### src/rtl/icu_wide.sv
// icu_wide: one-instruction-per-clock control unit with WIDTH-bit result
// register, input/output enables, registered output latch and a
// single-slot skip mechanism for RTN and SKZ.

package instructions;
    typedef enum logic [3:0] {
        NOPO = 4'h0,
        LD   = 4'h1,
        LDC  = 4'h2,
        AND  = 4'h3,
        ANDC = 4'h4,
        OR   = 4'h5,
        ORC  = 4'h6,
        XNOR = 4'h7,
        STO  = 4'h8,
        STOC = 4'h9,
        IEN  = 4'hA,
        OEN  = 4'hB,
        JMP  = 4'hC,
        RTN  = 4'hD,
        SKZ  = 4'hE,
        NOPF = 4'hF
    } instruction_t;
endpackage

module icu_wide #(
    parameter int unsigned WIDTH = 1
) (
    input  logic                      clk,
    input  logic                      rst,
    input  logic [WIDTH-1:0]          data_in,
    input  instructions::instruction_t i,
    output logic                      write,
    output logic [WIDTH-1:0]          data_out,
    output logic                      jmp,
    output logic                      rtn,
    output logic                      flag_o,
    output logic                      flag_f,
    output logic [WIDTH-1:0]          rr_out
);
    import instructions::*;

    localparam logic [0:0] ST_RUN  = 1'b0;
    localparam logic [0:0] ST_SKIP = 1'b1;

    logic [0:0]       r_state;
    logic [WIDTH-1:0] r_rr;
    logic [WIDTH-1:0] r_dout;
    logic             r_ien;
    logic             r_oen;
    logic             r_write;
    logic             r_jmp;
    logic             r_rtn;
    logic             r_flag_o;
    logic             r_flag_f;
    logic [WIDTH-1:0] w_d;

    // Effective operand: input bus gated by the input-enable register
    always_comb begin
        w_d = r_ien ? data_in : '0;
    end

    // Execute one instruction per edge; a skipped slot only clears the skip
    always_ff @(posedge clk) begin
        if (rst) begin
            r_state  <= ST_RUN;
            r_rr     <= '0;
            r_dout   <= '0;
            r_ien    <= 1'b0;
            r_oen    <= 1'b0;
            r_write  <= 1'b0;
            r_jmp    <= 1'b0;
            r_rtn    <= 1'b0;
            r_flag_o <= 1'b0;
            r_flag_f <= 1'b0;
        end else begin
            r_write  <= 1'b0;
            r_jmp    <= 1'b0;
            r_rtn    <= 1'b0;
            r_flag_o <= 1'b0;
            r_flag_f <= 1'b0;
            if (r_state == ST_SKIP) begin
                r_state <= ST_RUN;
            end else begin
                r_state <= ST_RUN;
                case (i)
                    NOPO: r_flag_o <= 1'b1;
                    LD:   r_rr <= w_d;
                    LDC:  r_rr <= ~w_d;
                    AND:  r_rr <= r_rr & w_d;
                    ANDC: r_rr <= r_rr & ~w_d;
                    OR:   r_rr <= r_rr | w_d;
                    ORC:  r_rr <= r_rr | ~w_d;
                    XNOR: r_rr <= ~(r_rr ^ w_d);
                    STO: begin
                        if (r_oen) begin
                            r_dout  <= r_rr;
                            r_write <= 1'b1;
                        end
                    end
                    STOC: begin
                        if (r_oen) begin
                            r_dout  <= ~r_rr;
                            r_write <= 1'b1;
                        end
                    end
                    IEN:  r_ien <= data_in[0];
                    OEN:  r_oen <= data_in[0];
                    JMP:  r_jmp <= 1'b1;
                    RTN: begin
                        r_rtn   <= 1'b1;
                        r_state <= ST_SKIP;
                    end
                    SKZ: begin
                        if (r_rr == '0) r_state <= ST_SKIP;
                    end
                    NOPF: r_flag_f <= 1'b1;
                    default: ;
                endcase
            end
        end
    end

    assign write    = r_write;
    assign data_out = r_dout;
    assign jmp      = r_jmp;
    assign rtn      = r_rtn;
    assign flag_o   = r_flag_o;
    assign flag_f   = r_flag_f;
    assign rr_out   = r_rr;

endmodule

### config.mk
export PLATFORM = sky130hd
export DESIGN_NAME = icu_wide
export DESIGN_NICKNAME = d
export VERILOG_FILES = /design/src/rtl/icu_wide.sv
export SDC_FILE = /design/constraint.sdc
export NUM_CORES = 1
export LEC_CHECK = 0
export ABC_AREA = 1
export BUFFER_PORTS_ARGS = -buffer_cell sky130_fd_sc_hd__clkbuf_2
export CAP_MARGIN = 5
export CORE_AREA = 2 2 39 41
export DETAILED_ROUTE_END_ITERATION = 10
export DIE_AREA = 0 0 41 43
export GPL_TIMING_DRIVEN = 0
export SLEW_MARGIN = 20
export SYNTH_ARGS = -nofsm -noshare
export SYNTH_HDL_FRONTEND = slang
export SYNTH_SLANG_ARGS = --single-unit
export TNS_END_PERCENT = 20
### constraint.sdc
create_clock -name clk -period 1.25 [get_ports clk]
set_input_delay 0.25 -clock clk [delete_from_list [all_inputs] [get_ports clk]]
set_output_delay 0.25 -clock clk [all_outputs]
set_load 0.02 [all_outputs]
Yosys cells after proc, flatten, opt, wreduce, memory -nomap -nowiden
Cells that the tools add are included.
W data, S select, Z words.
{ "op_classes": {"n_reduce_logical": 10, "eq_ne": 17, "bitwise_logic": 10, "n_mux": 12} }
{ "ops": {"columns": ["cell", "n"], "rows": [
  ["$eq A4 B4 Y1 const B", 8],
  ["$eq A4 B3 Y1 const B", 4],
  ["$mux W1", 9],
  ["$eq A4 B2 Y1 const B", 2],
  ["$pmux W1 S7", 1],
  ["$reduce_bool A7 Y1", 1],
  ["$reduce_and A2 Y1", 3],
  ["$not A1 Y1", 5],
  ["$eq A4 B1 Y1 const B", 1],
  ["$logic_not A4 Y1", 1],
  ["$ne A2 B2 Y1 const B", 2],
  ["$pmux W1 S2", 2],
  ["$reduce_and A4 Y1", 1],
  ["$reduce_or A2 Y1", 2],
  ["$reduce_or A3 Y1", 1],
  ["$and A1 B1 Y1", 2],
  ["$or A1 B1 Y1", 2],
  ["$reduce_bool A2 Y1", 1],
  ["$xor A1 B1 Y1", 1]
]} }
{ "word_totals": {"in_bits": 7, "word_cells": 59, "reg_bits": 10} }

Longest topological paths before layout
{ "depth": {"word_depth": 4, "depth_mapped": 9, "mapped_depth_nobuf": 9} }

Worst setup path before layout
Ideal clock, no wire load.
{ "synth_timing": {"kind": "flip-flop to flip-flop", "start": "register r_rr (netlist: rr_out)", "end": "register r_rr (netlist: rr_out)", "required_ns": 1.136, "slack_ns": 0.166, "setup_time_ns": 0.114, "synth_period_minus_slack_ns": 1.084, "path_stages_with_launch": 10, "arrival_ns": 0.971, "path_cell_list": "dfxtp_1 -> inv_1 -> nand2_2 -> nand2_1 -> nand2_1 -> nand2_1 -> nand2_1 -> nand2_1 -> nand2_1 -> a21oi_2"} }
{ "synth_via": {"elab_chain_len": 3, "elab_cells_between_ends": 7} }
{ "synth_rtl": {"columns": ["element", "line_no", "text"], "rows": [
  ["from (decl)", "47", "logic [WIDTH-1:0] r_rr;"],
  ["from (signal assigned)", "88", "LD: r_rr <= w_d;"],
  ["from (signal assigned)", "89", "LDC: r_rr <= ~w_d;"],
  ["from (signal assigned)", "90", "AND: r_rr <= r_rr & w_d;"],
  ["$xor A1 B1 Y1", "94", "XNOR: r_rr <= ~(r_rr ^ w_d);"],
  ["$not A1 Y1", "94", null],
  ["$pmux W1 S7 *", "86", "case (i)"]
]} }
Every way passes the cells marked *; elsewhere a longest branch is shown, timed or not.
A chain may end at the register's enable or synchronous reset.

Worst setup path in the final report
{ "layout_timing": {"start": "register r_rr (netlist: rr_out)", "end": "output rr_out"} }
{ "layout_rtl": {"columns": ["element", "line_no", "text"], "rows": [
  ["to (decl)", "39", "output logic [WIDTH-1:0] rr_out"]
]} }
No word-level cell between the ends.

==> out/results.ini <==
[clock_tree]
post_cts_resized=0
cts_tree=done
clk_path_buf_depth=2
postCtsHoldBufs=0
clock_sinks=10
cts_buffers=3
cts_root_buffer=clkbuf_4
worstSkewPairLatency_ps=250
cts.clk_slew.worst_paths_ps=60
cts_setup_buffers=0
ctsHtreeMaxLevel=1

[placement]
place_area_sq_um=522
dp_hpwl_microns=721
place_inst=90
place_ws_ps=206
finalWeightedCongestion=0.826
place.port_buffers=13

[synth]
avgSynthCellArea_sq_um=7.16
synth_cell_types=18
yosys.area_share.simple_pct=34.4
yosys-top-cells-area=dfxtp_1 (46%), nand2_1 (15%), nor2_1 (6.9%), o21ai_0 (4.6%), inv_1 (4.3%)
ys_seq_area_share_pct=45.8
syn_inst=61
synthXorXnorAreaFrac_pct=0
yosysTopAreaCell=dfxtp_1
synth_common_cells=nand2_1 (17), dfxtp_1 (10), nor2_1 (8)
synth_compound_area_share_pct=13.8
synth_flop_cell=dfxtp_1
synth_top_family_by_area=simple AND/OR/NAND/NOR gates
syn_nets=68
synth_most_common_cell=nand2_1
synthArstFlopShare_pct=0
syn_area_sq_um=437
synth_fa_ha_area_share_pct=0
ys_warn_count=0
synth_edf_count=0
netlist.area_leader.share_pct=45.8
muxShareOfSynthArea_pct=0
ys_seq_elements=10

[timing]
tightest_slew_ps=202
setup_slack_ps=136
finalHoldViolCount=0
grt_setup_unrepaired=false
relSlewSlack_pct=86.4
finalSetupViolCount=0
skew_ps=0.474
max_freq_mhz=898
final.period_utilization_pct=89.1
hold_slack_ps=237
layout_min_cycle_time_ps=1110
maxSlewViolCount=0
fin_tns_setup_ps=0

[detailed_routing]
ant_nets=0
vias=441
avgViaCountPerCell=4.74
dr.pass1.iters=4
first_iter_violations=4
wl_microns=920
drcViolationCount=0
wl_per_cell_microns=9.89

[global_route]
grt_pass1_wl_mm=1.54
antenna_found_initial=0
grt-ovfl-total=0
grt_use_total_pct=13.0
grt_max_degree=7
grt_pass1_vias=368

[floorplanning]
die_area_sq_um=1760
rows=14
io_pins=14
die_h_microns=43
initial_utilization_pct=31.6
fp.coreArea_sq_um=1380
die_x_microns=41

[worst_setup_path]
cp.required_ps=1000
startpoint=rr_out
crit_slowest_cell=dfxtp_1
critPathMaxStageDelay_ps=410
timing.rr.start=rr_out
crit_buf_inv=1
crit_fanout=5
critical-path-top-delay-family=flip-flops
arrival_ps=860
cp_cell_sequence=clkbuf_2
setup.worst_path.class=flip-flop to output pin
end_kind=output pin
cp-start-kind=flip-flop

[cells_and_area]
postLayoutCellArea_sq_um=544
fillers=159
post-route-util_pct=39.3
diodes=0
fin_cells=93
drive_above_1_share_pct=28.6
area_growth_pct=24.6
nets=86

[job]
cap_viol_max_count=0

[hold_path]
min-delay-start=i[3]
hold_path_class=primary input to flip-flop

[outcome]
status=finished clean

[power]
power_density_nw_per_um2=1150
p_leak_nw=0.264
power.total_mw=0.623
irDropWorstVdd_uv=328

==> power by group <==
part	switching, mW	internal [mW]	total, mW
registers	0.00491	0.326	0.331
logic	0.0541	0.0271	0.0812
clock network	0.101	0.111	0.212
total	0.160	0.464	0.623
==> cell type report <==
| cell class | count | area, sq um | share of cell area [%] |
|---|---|---|---|
| multi-input combinational | 44 | 210 | 38.6 |
| sequential | 10 | 200 | 36.8 |
| timing repair buffer | 13 | 65.1 | 12.0 |
| inverter | 7 | 26.3 | 4.83 |
| clock buffer | 3 | 22.5 | 4.14 |
| tap | 16 | 20.0 | 3.68 |
==> sequential cells by signal, summed over array words and instances (netlist names) <==
register and cells:
data_out 1, write 1, rr_out 1, r_ien 1, rtn 1, jmp 1
r_oen 1, flag_o 1, flag_f 1, r_state 1
==> kinds of logic after synthesis <==
| kind of cell | Yosys count |
|---|---|
| simple gates | 34 |
| flops | 10 |
| compound gates | 10 |
| buf+inv | 7 |
==> layer usage <==
metal	part of all wire, %	global-route usage [%]
met1	49	17.8
met4	1.7	8.00
met5	0	0
met2	46	17.5
met3	3.8	3.14
==> layout by cell type, fill, tap and decap left out <==
cell / synthesis / layout
nand4_1: 1 / 1
nor2_1: 8 / 8
nor3_1: 2 / 2
clkbuf_2: 0 / 13
a31oi_1: 1 / 1
clkbuf_4: 0 / 3
a211oi_1: 1 / 1
nand3_1: 2 / 2
o21bai_1: 1 / 1
o21ai_0: 4 / 4
nand3b_2: 1 / 1
inv_2: 2 / 2
dfxtp_1: 10 / 10
a21oi_2: 1 / 1
nor4_1: 1 / 1
nand2_1: 17 / 17
a21oi_1: 2 / 2
nor2_2: 1 / 1
inv_1: 5 / 5
nand2_2: 1 / 1
==> worst paths after layout <==
path	endpoint	slack, ps	cells past startpoint
worst max-delay path	rr_out	140	1
worst min-delay path	flag_o	240	2
worst max register to register	rr_out	190	8
worst min register to register	r_oen	480	2
Note: power is estimated with default switching activity, not from simulation.
